==> src/rtl/iter_alu.sv <==
// Iterative integer ALU: base ops complete in one registered cycle, M-extension
// multiply/divide iterate one bit per cycle behind a valid/ready handshake.
module iter_alu #(
    parameter int WIDTH = 32,
    parameter int SHW   = $clog2(WIDTH)
) (
    input  logic             clk,
    input  logic             reset_n,
    input  logic             flush,
    input  logic             in_valid,
    output logic             in_ready,
    input  logic [WIDTH-1:0] a,
    input  logic [WIDTH-1:0] b,
    input  logic [3:0]       op,
    output logic             out_valid,
    input  logic             out_ready,
    output logic [WIDTH-1:0] result,
    output logic             zero
);

    typedef enum logic [1:0] {IDLE, CALC, FIX, DONE} state_t;

    localparam logic [WIDTH-1:0]        ONE  = WIDTH'(1);
    localparam logic [SHW-1:0]          LAST = SHW'(WIDTH - 1);
    localparam logic signed [WIDTH-1:0] SMIN = {1'b1, {(WIDTH-1){1'b0}}};

    function automatic logic [WIDTH-1:0] negate(input logic [WIDTH-1:0] x);
        return ~x + ONE;
    endfunction

    function automatic logic [WIDTH-1:0] magnitude(input logic signed [WIDTH-1:0] x,
                                                   input logic is_signed);
        return (is_signed && x[WIDTH-1]) ? negate(x) : x;
    endfunction

    function automatic logic [WIDTH-1:0] base_op(input logic [WIDTH-1:0] x,
                                                 input logic [WIDTH-1:0] y,
                                                 input logic [3:0]       opc);
        logic [WIDTH:0]   diff;
        logic             ovf;
        logic             lt;
        logic [SHW-1:0]   sh;
        logic [WIDTH-1:0] r;
        // diff carries out 1 exactly when x >= y unsigned; signed lt needs overflow correction
        diff = {1'b0, x} + {1'b0, ~y} + {{WIDTH{1'b0}}, 1'b1};
        ovf  = (x[WIDTH-1] ^ y[WIDTH-1]) & (diff[WIDTH-1] ^ x[WIDTH-1]);
        lt   = diff[WIDTH-1] ^ ovf;
        sh   = y[SHW-1:0];
        case (opc)
            4'd0:    r = x + y;
            4'd1:    r = diff[WIDTH-1:0];
            4'd2:    r = x & y;
            4'd3:    r = x | y;
            4'd4:    r = x ^ y;
            4'd5:    r = {{(WIDTH-1){1'b0}}, lt};
            4'd6:    r = x << sh;
            4'd7:    r = x >> sh;
            4'd8:    r = $unsigned($signed(x) >>> sh);
            4'd9:    r = {{(WIDTH-1){1'b0}}, ~diff[WIDTH]};
            default: r = '0;
        endcase
        return r;
    endfunction

    function automatic logic [WIDTH-1:0] fix_result(input logic [3:0]              opc,
                                                    input logic signed [WIDTH-1:0] xs,
                                                    input logic signed [WIDTH-1:0] ys,
                                                    input logic [WIDTH-1:0]        lo,
                                                    input logic [WIDTH-1:0]        hi);
        logic sgn;
        logic want_rem;
        sgn      = ~opc[0];
        want_rem = opc[1];
        if (opc[3:1] == 3'b101)
            return opc[0] ? hi : lo;
        if (ys == '0)
            return want_rem ? xs : '1;
        if (sgn && xs == SMIN && ys == '1)
            return want_rem ? '0 : xs;
        if (want_rem)
            return (sgn && xs[WIDTH-1]) ? negate(hi) : hi;
        return (sgn && (xs[WIDTH-1] ^ ys[WIDTH-1])) ? negate(lo) : lo;
    endfunction

    state_t                   state;
    logic [SHW-1:0]           cnt;
    logic [3:0]               op_p0;
    logic signed [WIDTH-1:0]  a_p0;
    logic signed [WIDTH-1:0]  b_p0;
    logic [WIDTH-1:0]         hi_p1;
    logic [WIDTH-1:0]         lo_p1;
    logic [WIDTH-1:0]         m_p1;
    logic                     vld_p2;

    logic                     accept;
    logic                     in_multi;
    logic                     in_mul;
    logic                     is_mul;
    logic [WIDTH-1:0]         base_res;
    logic [WIDTH-1:0]         fix_res;
    logic [WIDTH-1:0]         lo_ld;
    logic [WIDTH-1:0]         m_ld;
    logic [WIDTH:0]           mstep;
    logic [WIDTH:0]           dshift;
    logic [WIDTH:0]           ddiff;
    logic                     qbit;
    logic [WIDTH-1:0]         hi_nx;
    logic [WIDTH-1:0]         lo_nx;

    assign in_ready  = (state == IDLE) | ((state == DONE) & out_ready);
    assign accept    = in_valid & in_ready & ~flush;
    assign out_valid = vld_p2;
    assign in_multi  = op[3] & (op[2] | op[1]);
    assign in_mul    = (op[3:1] == 3'b101);
    assign is_mul    = (op_p0[3:1] == 3'b101);
    assign base_res  = base_op(a, b, op);
    assign fix_res   = fix_result(op_p0, a_p0, b_p0, lo_p1, hi_p1);

    // Multiply works on raw unsigned operands; divide works on magnitudes
    assign lo_ld = in_mul ? b : magnitude(a, ~op[0]);
    assign m_ld  = in_mul ? a : magnitude(b, ~op[0]);

    always_comb begin
        mstep  = {1'b0, hi_p1} + (lo_p1[0] ? {1'b0, m_p1} : {(WIDTH+1){1'b0}});
        dshift = {hi_p1, lo_p1[WIDTH-1]};
        ddiff  = dshift - {1'b0, m_p1};
        qbit   = ~ddiff[WIDTH];
        hi_nx  = hi_p1;
        lo_nx  = lo_p1;
        if (is_mul) begin
            hi_nx = mstep[WIDTH:1];
            lo_nx = {mstep[0], lo_p1[WIDTH-1:1]};
        end else begin
            hi_nx = qbit ? ddiff[WIDTH-1:0] : dshift[WIDTH-1:0];
            lo_nx = {lo_p1[WIDTH-2:0], qbit};
        end
    end

    always_ff @(posedge clk or negedge reset_n) begin
        if (!reset_n) begin
            state  <= IDLE;
            cnt    <= '0;
            op_p0  <= '0;
            a_p0   <= '0;
            b_p0   <= '0;
            hi_p1  <= '0;
            lo_p1  <= '0;
            m_p1   <= '0;
            vld_p2 <= 1'b0;
            result <= '0;
            zero   <= 1'b1;
        end else if (flush) begin
            state  <= IDLE;
            vld_p2 <= 1'b0;
        end else begin
            case (state)
                // ---- stage 0: accept / single-cycle ops ----
                IDLE, DONE: begin
                    if (accept) begin
                        op_p0 <= op;
                        a_p0  <= a;
                        b_p0  <= b;
                        if (in_multi) begin
                            state  <= CALC;
                            cnt    <= '0;
                            vld_p2 <= 1'b0;
                            hi_p1  <= '0;
                            lo_p1  <= lo_ld;
                            m_p1   <= m_ld;
                        end else begin
                            state  <= DONE;
                            vld_p2 <= 1'b1;
                            result <= base_res;
                            zero   <= (base_res == '0);
                        end
                    end else if (state == DONE && out_ready) begin
                        state  <= IDLE;
                        vld_p2 <= 1'b0;
                    end
                end
                // ---- stage 1: one multiply/divide bit per cycle ----
                CALC: begin
                    hi_p1 <= hi_nx;
                    lo_p1 <= lo_nx;
                    cnt   <= cnt + SHW'(1);
                    if (cnt == LAST)
                        state <= FIX;
                end
                // ---- stage 2: sign fix-up and special cases ----
                FIX: begin
                    result <= fix_res;
                    zero   <= (fix_res == '0);
                    vld_p2 <= 1'b1;
                    state  <= DONE;
                end
                default: state <= IDLE;
            endcase
        end
    end

endmodule

==> config.mk <==
export PLATFORM = sky130hd
export DESIGN_NAME = iter_alu
export DESIGN_NICKNAME = d
export VERILOG_FILES = /design/src/rtl/iter_alu.sv
export SDC_FILE = /design/constraint.sdc
export NUM_CORES = 2
export LEC_CHECK = 0
export ABC_CLOCK_PERIOD_IN_PS = 9750
export CAP_MARGIN = 20
export CORE_ASPECT_RATIO = 1.75
export CORE_MARGIN = 3
export CORE_UTILIZATION = 25
export DETAILED_ROUTE_END_ITERATION = 12
export SLEW_MARGIN = 20
export SYNTH_ARGS = -nofsm -noshare
export SYNTH_HDL_FRONTEND = slang
export SYNTH_SLANG_ARGS = --single-unit
==> constraint.sdc <==
create_clock -name clk -period 9.75 [get_ports clk]
set_input_delay 1.95 -clock clk [delete_from_list [all_inputs] [get_ports clk]]
set_output_delay 1.95 -clock clk [all_outputs]
set_load 0.01 [all_outputs]
# [Yosys cells after proc, flatten, opt, wreduce, memory -nomap -nowiden]
# Cells that the tools add are included.
[word_totals] ff_bits=205 input_bits=73 out_inout_bits=35
[op_classes] addsub=10 eq_ne=22 shift=3 mux=58 n_bitwise=23 n_reduce_logical=22
[ops] cell="2-to-1 mux 32 bit" n=27
[ops] cell="case mux 32 bit (10 select lines)" n=1
[ops] cell="case mux 32 bit (2 select lines)" n=3
[ops] cell="adder 32 x 1 -> 32 bit, second input constant" n=4
[ops] cell="inverter 32 bit" n=4
[ops] cell="zero test 32 bit" n=3
[ops] cell="adder 32 x 32 -> 33 bit" n=2
[ops] cell="== test 32 bit, second input constant" n=2
[ops] cell="adder 33 x 1 -> 33 bit, second input constant" n=1
[ops] cell="subtractor 33 x 32 -> 33 bit" n=1
[ops] cell="adder 32 bit" n=1
[ops] cell="bitwise AND 32 bit" n=1
[ops] cell="OR 32 bit" n=1
[ops] cell="<< shifter 32 x 5 -> 32 bit" n=1
[ops] cell=">> shifter 32 x 5 -> 32 bit" n=1
[ops] cell=">>> shifter 32 x 5 -> 32 bit" n=1
[ops] cell="bitwise XOR 32 bit" n=1
[ops] cell="== test 4 x 3 -> 1 bit, second input constant" n=4
[ops] cell="2-to-1 mux 1 bit" n=16
[ops] cell="AND reduction 4 bit" n=3
[ops] cell="2-to-1 mux 2 bit" n=5
[ops] cell="2-to-1 mux 5 bit" n=2
[ops] cell="case mux 5 bit (2 select lines)" n=1
[ops] cell="== test 4 x 2 -> 1 bit, second input constant" n=2
[ops] cell="24 further kinds" n=50

# [Depth between registers and ports, before layout]
[depth] depth_word=15 depth_mapped=26

# [Worst setup path after synthesis]
# No wires, ideal clock.
[synth_path] path_kind="input-to-reg" from="in b[2]" to="reg zero" setup_time_ns=0.091 t_arrival_ns=6.841 slack_ns=2.818 path_stages=26 path_cell_list="buf_2 > buf_2 > buf_2 > inv_1 > clkbuf_1 > clkbuf_1 > ha_1 > nor2b_1 > a211o_1 > a211oi_1 > a211oi_1 > a311o_1 > a21o_1 > o31ai_1 > a21oi_1 > o21bai_1 > fa_1 > inv_1 > a22oi_1 > a21oi_1 > a21oi_1 > o211ai_1 > a311o_1 > nor4_1 > nand4_1 > o31ai_1"
[synth_between] elab_chain_len=11 elab_cells_between_ends=19
[synth_rtl] element="start: declaration" line="13" text="input logic [WIDTH-1:0] b,"
[synth_rtl] element="inverter 32 bit" line="45" text="diff = {1'b0, x} + {1'b0, ~y} + {{WIDTH{1'b0}}, 1'b1};"
[synth_rtl] element="adder 32 x 32 -> 33 bit" line="45"
[synth_rtl] element="adder 33 x 1 -> 33 bit" line="45"
[synth_rtl] element="bitwise XOR 1 bit" line="46" text="ovf = (x[WIDTH-1] ^ y[WIDTH-1]) & (diff[WIDTH-1] ^ x[WIDTH-1]);"
[synth_rtl] element="bitwise AND 1 bit" line="46"
[synth_rtl] element="bitwise XOR 1 bit" line="47" text="lt = diff[WIDTH-1] ^ ovf;"
[synth_rtl] element="case mux 32 bit (10 select lines) (*)" line="49" text="case (opc)"
[synth_rtl] element="zero test 32 bit (*)" line="174" text="zero <= (base_res == '0);"
[synth_rtl] element="2-to-1 mux 1 bit (*)" line="163" text="if (in_multi) begin"
[synth_rtl] element="2-to-1 mux 1 bit (*)" line="159" text="if (accept) begin"
[synth_rtl] element="case mux 1 bit (2 select lines) (*)" line="156" text="case (state)"
[synth_rtl] element="end signal: assignment" line="174"
[synth_rtl] element="end signal: assignment" line="192" text="zero <= (fix_res == '0);"
[synth_rtl] element="end: declaration" line="18" text="output logic zero"
# Every way passes the cells marked *; elsewhere a longest branch is shown, timed or not. The select of a mux whose other input is x is not followed.
# A chain may end at the register's enable or synchronous reset.

# [Worst setup path in the final report]
[layout_path] from="in b[11]" to="reg zero"
# The elaborated chain is that of the path after synthesis.

==> results by group <==
Run status
  – Status: finished clean

Yosys
  – Synth top area cells: dfrtp_1, ha_1, o21ai_0, mux4_2, nand2_1
  – Post-synth top area cell: dfrtp_1
  – Synth Instances: 3,640
  – Yosys warning count: 0
  – Synthesized area: 27,410 µm²
  – Post-synth EDFFs: 0
  – Syn_nets: 3,894
  – Avg Inst Size Synth: 7.530 µm²
  – Register area share after synthesis: 18.72%
  – Yosys reg bits: 205
  – Main flop type after synthesis: dfrtp_1
  – Fraction of registers with async set/reset: 100.0%
  – Synth unique cells: 98
  – Post-synth top area share: 18.63%

Timing
  – Ratio of final minimum period to clock period: 74.30%
  – Actual slew at the worst max-slew pin: 1.244 ns
  – Max Fclk: 0.1380 GHz
  – Max Clock Skew: 0.03733 ns
  – Setup violators final: 0
  – Endpoints failing hold: 0
  – Fin Setup TNS: 0 ns
  – Relative slew slack: 17.10%
  – Period minus WS final: 7.244 ns
  – Slew Viols, Final: 0
  – RSZ-0062 raised after global routing: false

Power and ir drop
  – Switching power: 3.856 mW
  – Logic pwr share: 62.8%
  – P_int: 3.441 mW
  – PwrDens: 237.8 nW/µm²
  – Sw frac: 52.84%
  – Sequential power share: 23.8%
  – Worst VDD drop: 0.1447 mV
  – Clock Power Share: 13.4%
  – Leak: 12.65 nW
  – Total power: 7.296 mW

Clocking
  – Post-CTS Setup Inserts: 0
  – Max H-tree Level: 1
  – TritonCTS Buffers: 22
  – Post-CTS sizing: 0
  – Hold_buf cts: 0
  – Sink Count: 205
  – Clk buf depth: 3
  – Clock-pin slew on the worst setup and hold paths: 0.07 ns
  – Worst skew pair latency: 0.59 ns
  – Root buffer cell: clkbuf_16
  – TritonCTS clock tree: yes

Route
  – # DRC: 0
  – Vias per cell: 5.856
  – Drt total wl: 147,800 µm
  – Routed length per placed instance: 29.28 µm
  – Final ANT Viol Nets: 0
  – Vias: 29,560
  – TritonRoute pass-1 iters: 6
  – 1st-iter DRT viols: 2,508

Final layout
  – Nets: 3,827
  – Final Util: 28.23%
  – Sequential Area: 5132 µm²
  – Commonest non-fill, non-tap cell in the layout: nand2_1
  – Fraction of layout cells with a size suffix above 1: 9.529%
  – Final Cell Area: 30,690 µm²
  – FILL cells: 11,860
  – Area growth from synthesis to layout: 11.97%
  – Multi-input gate area: 20,500 µm²
  – Commonest non-fill, non-tap cells in the layout: nand2_1, o21ai_0, nor2_1

Placement
  – Dpl cell area: 29,870 µm²
  – GP Congestion: 1.075
  – Placed wire-length estimate: 117,100 µm
  – Buffers on Ports: 107

Die
  – Die area: 113,800 µm²
  – Die Wd: 256.3 µm
  – Io pins: 108
  – Num rows: 160
  – Core Region: 108,700 µm²
  – Initial core utilization: 25.21%
  – Die height: 444.0 µm

GRT
  – Number of global-route vias before repair: 29,330
  – GRT Overall Usage: 25.14%
  – Pin count of the biggest net entering global routing: 143
  – Number of antenna violations at the first check in global routing: 8
  – Overflow after GRT: 0
  – First-pass GRT wire length: 209,600 µm

Worst setup path
  – Critical Path AT: 7.71 ns
  – Critical Path Fanout Max: 12
  – Startpoint Class: primary input
  – Critical path type: in2reg
  – Critical path data required time: 10.22 ns
  – FF-to-FF setup slack: 3.99 ns
  – CP endpoint kind: flip-flop

Flow run
  – Max Cap Viol: 0

Min path
  – HP Class: reg2reg
[synth_stat cells, types with 46 or more instances]
library cell    n
nand2_1       427
o21ai_0       425
nor2_1        297
a21oi_1       255
clkbuf_1      230
dfrtp_1       204
ha_1          176
inv_1         151
xnor2_1       131
mux2i_1       107
nor3_1         82
nand3_1        80
mux4_2         77
o211ai_1       57
a21o_1         54
xor2_1         50
a211oi_1       46
o31ai_1        46
[worst max-delay path, cell delays in order]
cell and delay (ns):
clkdlybuf4s50_1 0.65, inv_1 0.20, ha_1 0.47, or3_1 0.46, or4_1 0.56, a211oi_1 0.35
a211oi_1 0.10, buf_4 0.21, a311o_1 0.43, a21o_1 0.22, o31ai_1 0.20, a21oi_1 0.10
o21bai_1 0.17, fa_1 0.19, inv_1 0.04, a22oi_1 0.15, a21oi_1 0.09, a21oi_1 0.13
o211ai_1 0.10, a311o_1 0.33, nor4_1 0.27, nand4_1 0.12, o31ai_1 0.21
[state kept, by name, summed over array words and instances, names as in the netlist]
| register | cells |
|---|---|
| cnt | 5 |
| state | 2 |
| m_p1 | 32 |
| zero | 1 |
| a_p0 | 32 |
| hi_p1 | 32 |
| out_valid | 1 |
| op_p0 | 4 |
| result | 32 |
| b_p0 | 32 |
| lo_p1 | 32 |
[layer usage]
layer / global-route usage (%) / part of all wire (%) / up-vias
met2: 45.50 / 50 / 1443
li1: - / - / 13250
met3: 2.876 / 5.0 / 610
met4: 27.66 / 14 / 2
met1: 23.32 / 32 / 14260
met5: 0 / 0.0081 / -
[kinds of logic (layout without fill, tap and decap cells)]
group	Yosys count	after routing	share of synthesized area, %
AO/OA/AOI/OAI	1231	1231	28.49
AND/OR/NAND/NOR	1164	1164	20.10
buffers and inverters	460	409	6.879
multiplexers	218	218	11.63
flip-flops	205	205	18.72
adder cells (fa/ha/maj)	181	181	8.400
XOR/XNOR	181	181	5.784
other	0	1	0
[layout make-up]
cell class                 count  area share (%)
sequential                   205           16.72
clock buffer                  27           1.990
inverter                     157           1.920
clock inverter                13          0.5789
antenna                        1        0.008154
multi-input combinational   2975           66.79
timing repair buffer         212           6.042
tap                         1458           5.944
[power groups by stage]
stage          Sequential, mW  Combinational [mW]  Clock, mW
4_1_cts                  1.73                4.48      0.981
2_1_floorplan            1.47                3.06          0
3_5_place_dp             1.74                4.46          0
6_report                 1.74                4.58      0.974
5_1_grt                  1.78                4.91       1.01
3_3_place_gp             1.73                4.43          0
[final timing paths]
check	startpoint	end	depth (start not counted)
max in group asynchronous	reset_n	b_p0[28]$_DFFE_PN0P_	2
worst min-delay path	m_p1[8]$_DFFE_PN0P_	m_p1[8]$_DFFE_PN0P_	2
min in group asynchronous	reset_n	m_p1[1]$_DFFE_PN0P_	1
worst min register to register	m_p1[8]$_DFFE_PN0P_	m_p1[8]$_DFFE_PN0P_	2
worst max-delay path	b[11]	zero$_DFFE_PN1P_	23
worst max register to register	b_p0[7]$_DFFE_PN0P_	zero$_DFFE_PN1P_	11
[stage by stage]
stage                     worst slack [ns]  instances  hold WS, ns
final                                2.506       5048       0.4789
after global routing                 2.178       5047       0.4935
after CTS                            2.542       5046       0.4846
after detailed placement             2.004       5006       0.4698
after global placement               1.849       5006       0.4621
after floorplan                      2.818       3640       0.4498
Power figures use the tool's default switching activity.
